$ cat config.mk
export PLATFORM = sky130hd
export DESIGN_NAME = axi_read_arbiter
export DESIGN_NICKNAME = d
export VERILOG_FILES = /design/src/rtl/axi_read_arbiter.sv
export SDC_FILE = /design/constraint.sdc
export NUM_CORES = 1
export LEC_CHECK = 0
export ABC_AREA = 1
export CORE_AREA = 2 2 83 85
export DETAILED_ROUTE_END_ITERATION = 16
export DIE_AREA = 0 0 85 87
export HOLD_SLACK_MARGIN = 0.05
export PLACE_DENSITY_LB_ADDON = 0.12
export SETUP_SLACK_MARGIN = 0.2
export SYNTH_ARGS = -nofsm -noshare
export SYNTH_HDL_FRONTEND = slang
export SYNTH_SLANG_ARGS = --single-unit
$ cat constraint.sdc
create_clock -name clk -period 3.3 [get_ports clk]
set_clock_uncertainty 0.15 [all_clocks]
set_input_delay 0.99 -clock clk [delete_from_list [all_inputs] [get_ports clk]]
set_output_delay 0.99 -clock clk [all_outputs]
set_load 0.03 [all_outputs]
$ cat src/rtl/axi_read_arbiter.sv
// axi_read_arbiter: shares one AXI3 read channel (AR + R) between the
// instruction cache (port 0) and the data cache (port 1). One burst is in
// flight at a time; grant is round-robin and is held from AR acceptance
// through the final R beat.
module axi_read_arbiter #(
  parameter int unsigned ID_WIDTH = 4
) (
  input  logic                clk,
  input  logic                rst,
  input  logic [63:0]         s_araddr,
  input  logic [7:0]          s_arlen,
  input  logic [5:0]          s_arsize,
  input  logic [3:0]          s_arburst,
  input  logic [1:0]          s_arvalid,
  output logic [1:0]          s_arready,
  output logic [31:0]         s_rdata,
  output logic [1:0]          s_rresp,
  output logic                s_rlast,
  output logic [1:0]          s_rvalid,
  input  logic [1:0]          s_rready,
  output logic [ID_WIDTH-1:0] m_arid,
  output logic [31:0]         m_araddr,
  output logic [3:0]          m_arlen,
  output logic [2:0]          m_arsize,
  output logic [1:0]          m_arburst,
  output logic                m_arvalid,
  input  logic                m_arready,
  input  logic [ID_WIDTH-1:0] m_rid,
  input  logic [31:0]         m_rdata,
  input  logic [1:0]          m_rresp,
  input  logic                m_rlast,
  input  logic                m_rvalid,
  output logic                m_rready,
  output logic                protocol_err
);

  localparam int unsigned ADDR_W  = 32;
  localparam int unsigned LEN_W   = 4;
  localparam int unsigned SIZE_W  = 3;
  localparam int unsigned BURST_W = 2;

  typedef enum logic [1:0] {
    IDLE = 2'd0,
    ADDR = 2'd1,
    DATA = 2'd2
  } state_t;

  state_t              state;
  state_t              state_nxt;
  logic                grant;
  logic                last_grant;
  logic                winner;
  logic [LEN_W-1:0]    beat_cnt;
  logic [LEN_W-1:0]    exp_len;
  logic [ADDR_W-1:0]   sel_addr;
  logic [LEN_W-1:0]    sel_len;
  logic [SIZE_W-1:0]   sel_size;
  logic [BURST_W-1:0]  sel_burst;
  logic                ar_fire;
  logic                r_beat;
  logic                rid_bad;
  logic                err_set;

  // R payload is broadcast; only the valids are steered
  assign s_rdata = m_rdata;
  assign s_rresp = m_rresp;
  assign s_rlast = m_rlast;

  // AR field mux for the granted requester
  assign sel_addr  = grant ? s_araddr[63:32] : s_araddr[31:0];
  assign sel_len   = grant ? s_arlen[7:4]    : s_arlen[3:0];
  assign sel_size  = grant ? s_arsize[5:3]   : s_arsize[2:0];
  assign sel_burst = grant ? s_arburst[3:2]  : s_arburst[1:0];

  assign ar_fire = (state == ADDR) && s_arvalid[grant] && m_arready;
  assign r_beat  = (state == DATA) && m_rvalid && s_rready[grant];
  assign rid_bad = (m_rid[0] != grant) || ((m_rid >> 1) != '0);

  // Unexpected R traffic outside DATA, or a beat that disagrees with the burst
  assign err_set = ((state != DATA) && m_rvalid) ||
                   (r_beat && (rid_bad ||
                               (m_rlast && (beat_cnt != exp_len)) ||
                               (!m_rlast && (beat_cnt == exp_len))));

  // Round-robin pick: a lone requester wins, ties go to the one not served last
  always_comb begin
    winner = 1'b0;
    case (s_arvalid)
      2'b10:   winner = 1'b1;
      2'b11:   winner = ~last_grant;
      default: winner = 1'b0;
    endcase
  end

  // State register
  always_ff @(posedge clk or posedge rst) begin
    if (rst) state <= IDLE;
    else     state <= state_nxt;
  end

  // Next-state logic
  always_comb begin
    state_nxt = state;
    case (state)
      IDLE: if (|s_arvalid) state_nxt = ADDR;
      ADDR: begin
        if (ar_fire)                state_nxt = DATA;
        else if (!s_arvalid[grant]) state_nxt = IDLE;
      end
      DATA: if (r_beat && m_rlast) state_nxt = IDLE;
      default: state_nxt = IDLE;
    endcase
  end

  // Output decode: AR forwarded in ADDR, R handshakes steered in DATA
  always_comb begin
    m_arid    = '0;
    m_araddr  = '0;
    m_arlen   = '0;
    m_arsize  = '0;
    m_arburst = '0;
    m_arvalid = 1'b0;
    m_rready  = 1'b0;
    s_arready = '0;
    s_rvalid  = '0;
    case (state)
      ADDR: begin
        m_arid    = ID_WIDTH'(grant);
        m_araddr  = sel_addr;
        m_arlen   = sel_len;
        m_arsize  = sel_size;
        m_arburst = sel_burst;
        m_arvalid = s_arvalid[grant];
        s_arready = {grant & m_arready, ~grant & m_arready};
      end
      DATA: begin
        m_rready = s_rready[grant];
        s_rvalid = {grant & m_rvalid, ~grant & m_rvalid};
      end
      default: ;
    endcase
  end

  // Grant history, burst tracking and sticky error flag
  always_ff @(posedge clk or posedge rst) begin
    if (rst) begin
      grant        <= 1'b0;
      last_grant   <= 1'b1;
      beat_cnt     <= '0;
      exp_len      <= '0;
      protocol_err <= 1'b0;
    end else begin
      if ((state == IDLE) && (|s_arvalid)) grant <= winner;
      if (ar_fire) begin
        exp_len  <= sel_len;
        beat_cnt <= '0;
      end else if (r_beat && (beat_cnt != exp_len)) begin
        beat_cnt <= beat_cnt + LEN_W'(1);
      end
      if (r_beat && m_rlast) last_grant <= grant;
      if (err_set) protocol_err <= 1'b1;
    end
  end

endmodule
==> results.json <==
{
  "outcome": "finished, final reports clean",
  "place.gp.congestion": 0.757,
  "antenna_left": 0,
  "seq_area_frac_synth_pct": 19.6,
  "cp_cell_sequence": "clkdlybuf4s50_1 -> nand2_1 -> a21oi_4 -> buf_6",
  "slowest_delay_ns": 0.49,
  "drtIter0Drc": 63,
  "yosysTopAreaCell": "nand2_1",
  "period_needed_ns": 3.09,
  "cp-end-kind": "output port",
  "critPathSlowestCell": "clkdlybuf4s50_1",
  "yosys_warnings": 0,
  "finalCritPeriodShare_pct": 93.7,
  "antenna_found_initial": 0,
  "rows": 30,
  "synth-xor-area-share_pct": 1.58,
  "slew_headroom_pct": 64.3,
  "ios": 216,
  "cp-start-kind": "input port",
  "cp_max_fo": 3,
  "crit_family": "buffers and inverters",
  "syn-cell-area_um2": 1670,
  "fillers": 691,
  "initial_utilization_pct": 25.4,
  "root_buffer": "clkbuf_8",
  "clk_path_buf_depth": 2,
  "finalSetupViolations": 0,
  "num_vias": 2016,
  "synth_simple_gate_area_share_pct": 34.5,
  "clk_latency_ns": 0.24,
  "arrival_ns": 1.95,
  "ys_types": 27,
  "grt_max_degree": 48,
  "drt-pass1-iter-count": 4,
  "synth_compound_area_share_pct": 15.7,
  "crit_type": "in2out",
  "rsz0062_at_grt": "true",
  "crit_buf_inv": 2,
  "finalHoldViolCount": 0,
  "drc": 0,
  "grt_pass1_wl_um": 8980,
  "hpwl_um": 4880,
  "p_per_area_nw_per_um2": 794,
  "drive_gt1_share_pct": 20.8,
  "design.core.area_um2": 6570,
  "drt_wl_total_um": 6210,
  "numCtsBuffers": 3,
  "synth_top_family_by_area": "simple AND/OR/NAND/NOR gates",
  "num_antenna_cells": 0,
  "worstPathRequired_ns": 2.16,
  "clk_pin_slew_worst_paths_ns": 0.06,
  "port_buffers": 144,
  "setup_tns_ns": 0,
  "post_synth.cell_area_avg_um2": 5.96,
  "clock_sinks": 13,
  "leakage_nw": 1.36,
  "ys_ff_latch": 13,
  "cap_violations": 0,
  "dpl.cell_count": 458,
  "syn_inst": 280,
  "grt_pass1_vias": 1664,
  "die_area_um2": 7400,
  "nets": 515,
  "wl_per_cell_um": 13.4,
  "finalNonFillerCells": 464,
  "synthAdderAreaFrac_pct": 0.750,
  "die_y_um": 87,
  "grt_usage_pct": 15.2,
  "htree_levels": 1,
  "yosys-top-cells-area": "nand2_1 24%, dfrtp_1 18%, buf_4 17%",
  "worst-slew-pin-transition_ns": 0.536,
  "overflow": 0,
  "fmax_mhz": 323,
  "cts_tree": "built",
  "syn_to_final_growth_pct": 71.9,
  "fp.dieW_um": 85,
  "total_power_w": 0.00227,
  "ir_worst_vdd_uv": 402,
  "synthMuxAreaShare_pct": 2.40,
  "maxSlewViolCount": 0,
  "holdWs_ns": 0.328,
  "synth.top_cell.area_share_pct": 24.3,
  "via_per_inst": 4.34,
  "hold_class": "reg2reg"
}
## routing by layer
metal | GRT usage, % | part of all wire, % | vias to the layer above
li1 | - | - | 1042
met1 | 18.0 | 38 | 869
met2 | 26.8 | 52 | 85
met3 | 3.22 | 7.4 | 20
met4 | 5.63 | 2.6 | 0
met5 | 0 | 0 | -
## through the flow
| stage | instance area, um2 | util, % | setup WS, ns |
|---|---|---|---|
| global route | 2870 | 43.6 | 0.155 |
| finish | 2870 | 43.6 | 0.207 |
| global placement | 2790 | 42.5 | 0.155 |
| floorplan | 1680 | - | 0.440 |
| detailed placement | 2790 | 42.5 | 0.153 |
| CTS | 2840 | 43.2 | 0.194 |
## layout by cell type (no fill, tap or decap), types with 4 or more instances in the layout
cell and instances:
nand2_1 108, clkdlybuf4s50_1 93, buf_4 52, a21oi_1 37, inv_1 14, nor2_1 11, dfrtp_1 11, nand3_1 9
nor2_2 5, o21ai_2 5, mux2i_1 4
## worst min-delay path, stage by stage, from the launching register on
cell and delay [ns]:
dfstp_2 0.37, nand2_1 0.05, o21ai_1 0.05
## sequential cells by signal (all words and copies together) (netlist names)
| name | count |
|---|---|
| grant | 1 |
| beat_cnt | 4 |
| state | 2 |
| last_grant | 1 |
| protocol_err | 1 |
| exp_len | 4 |
## cell usage after synthesis
cell type / count
a21oi_1: 38
a21oi_4: 1
buf_1: 4
buf_2: 4
buf_4: 38
buf_6: 2
clkbuf_1: 4
conb_1: 1
dfrtp_1: 12
dfstp_2: 1
ha_1: 1
inv_1: 14
inv_2: 3
mux2i_1: 4
nand2_1: 108
nand2_2: 3
nand2_4: 1
nand3_1: 9
nor2_1: 13
nor2_2: 3
nor3_1: 3
o21ai_0: 1
o21ai_1: 3
o21ai_2: 4
or2_1: 1
or2_2: 1
xor2_1: 3
## logic make-up (layout without fill, tap and decap cells)
kind of cell / after synthesis / after routing
multiplexers: 4 / 4
buffers and inverters: 69 / 171
XOR/XNOR: 3 / 3
flip-flops: 13 / 13
other: 1 / 3
AND/OR/NAND/NOR: 142 / 142
adder cells (fa/ha/maj): 1 / 1
AO/OA/AOI/OAI: 47 / 47
## path summary, 6_finish.rpt
check                      slack, ns  cells after the start           to    startpoint
max                             0.21                      4    m_arvalid  s_arvalid[0]
min                             0.33                      2   last_grant    last_grant
min reg2reg                     0.33                      2   last_grant    last_grant
min in group asynchronous       0.94                      2   exp_len[3]           rst
max in group asynchronous       1.69                      2        grant           rst
max reg2reg                     1.47                      7  beat_cnt[2]         grant
## power by group
| group | total (W) | internal [W] | switching [W] |
|---|---|---|---|
| clock network | 0.000142 | 0.0000852 | 0.0000568 |
| registers | 0.000272 | 0.000224 | 0.0000486 |
| logic | 0.00186 | 0.000672 | 0.00119 |
## layout make-up
| class | count | area, um2 | area share (%) |
|---|---|---|---|
| Timing Repair Buffer | 150 | 1390 | 48.5 |
| Multi-Input combinational cell | 200 | 940 | 32.8 |
| Sequential cell | 13 | 328 | 11.4 |
| Tap cell | 80 | 100 | 3.49 |
| Inverter | 17 | 63.8 | 2.23 |
| Clock buffer | 4 | 45.0 | 1.57 |
## what timing repair did
action,in CTS,in global routing
setup endpoints to repair,3,5
buffers inserted,0,2
pin swaps,1,1
hold endpoints to repair,0,0
gates resized for setup,3,4
hold buffers,0,0
Note: power is estimated with default switching activity, not from simulation.
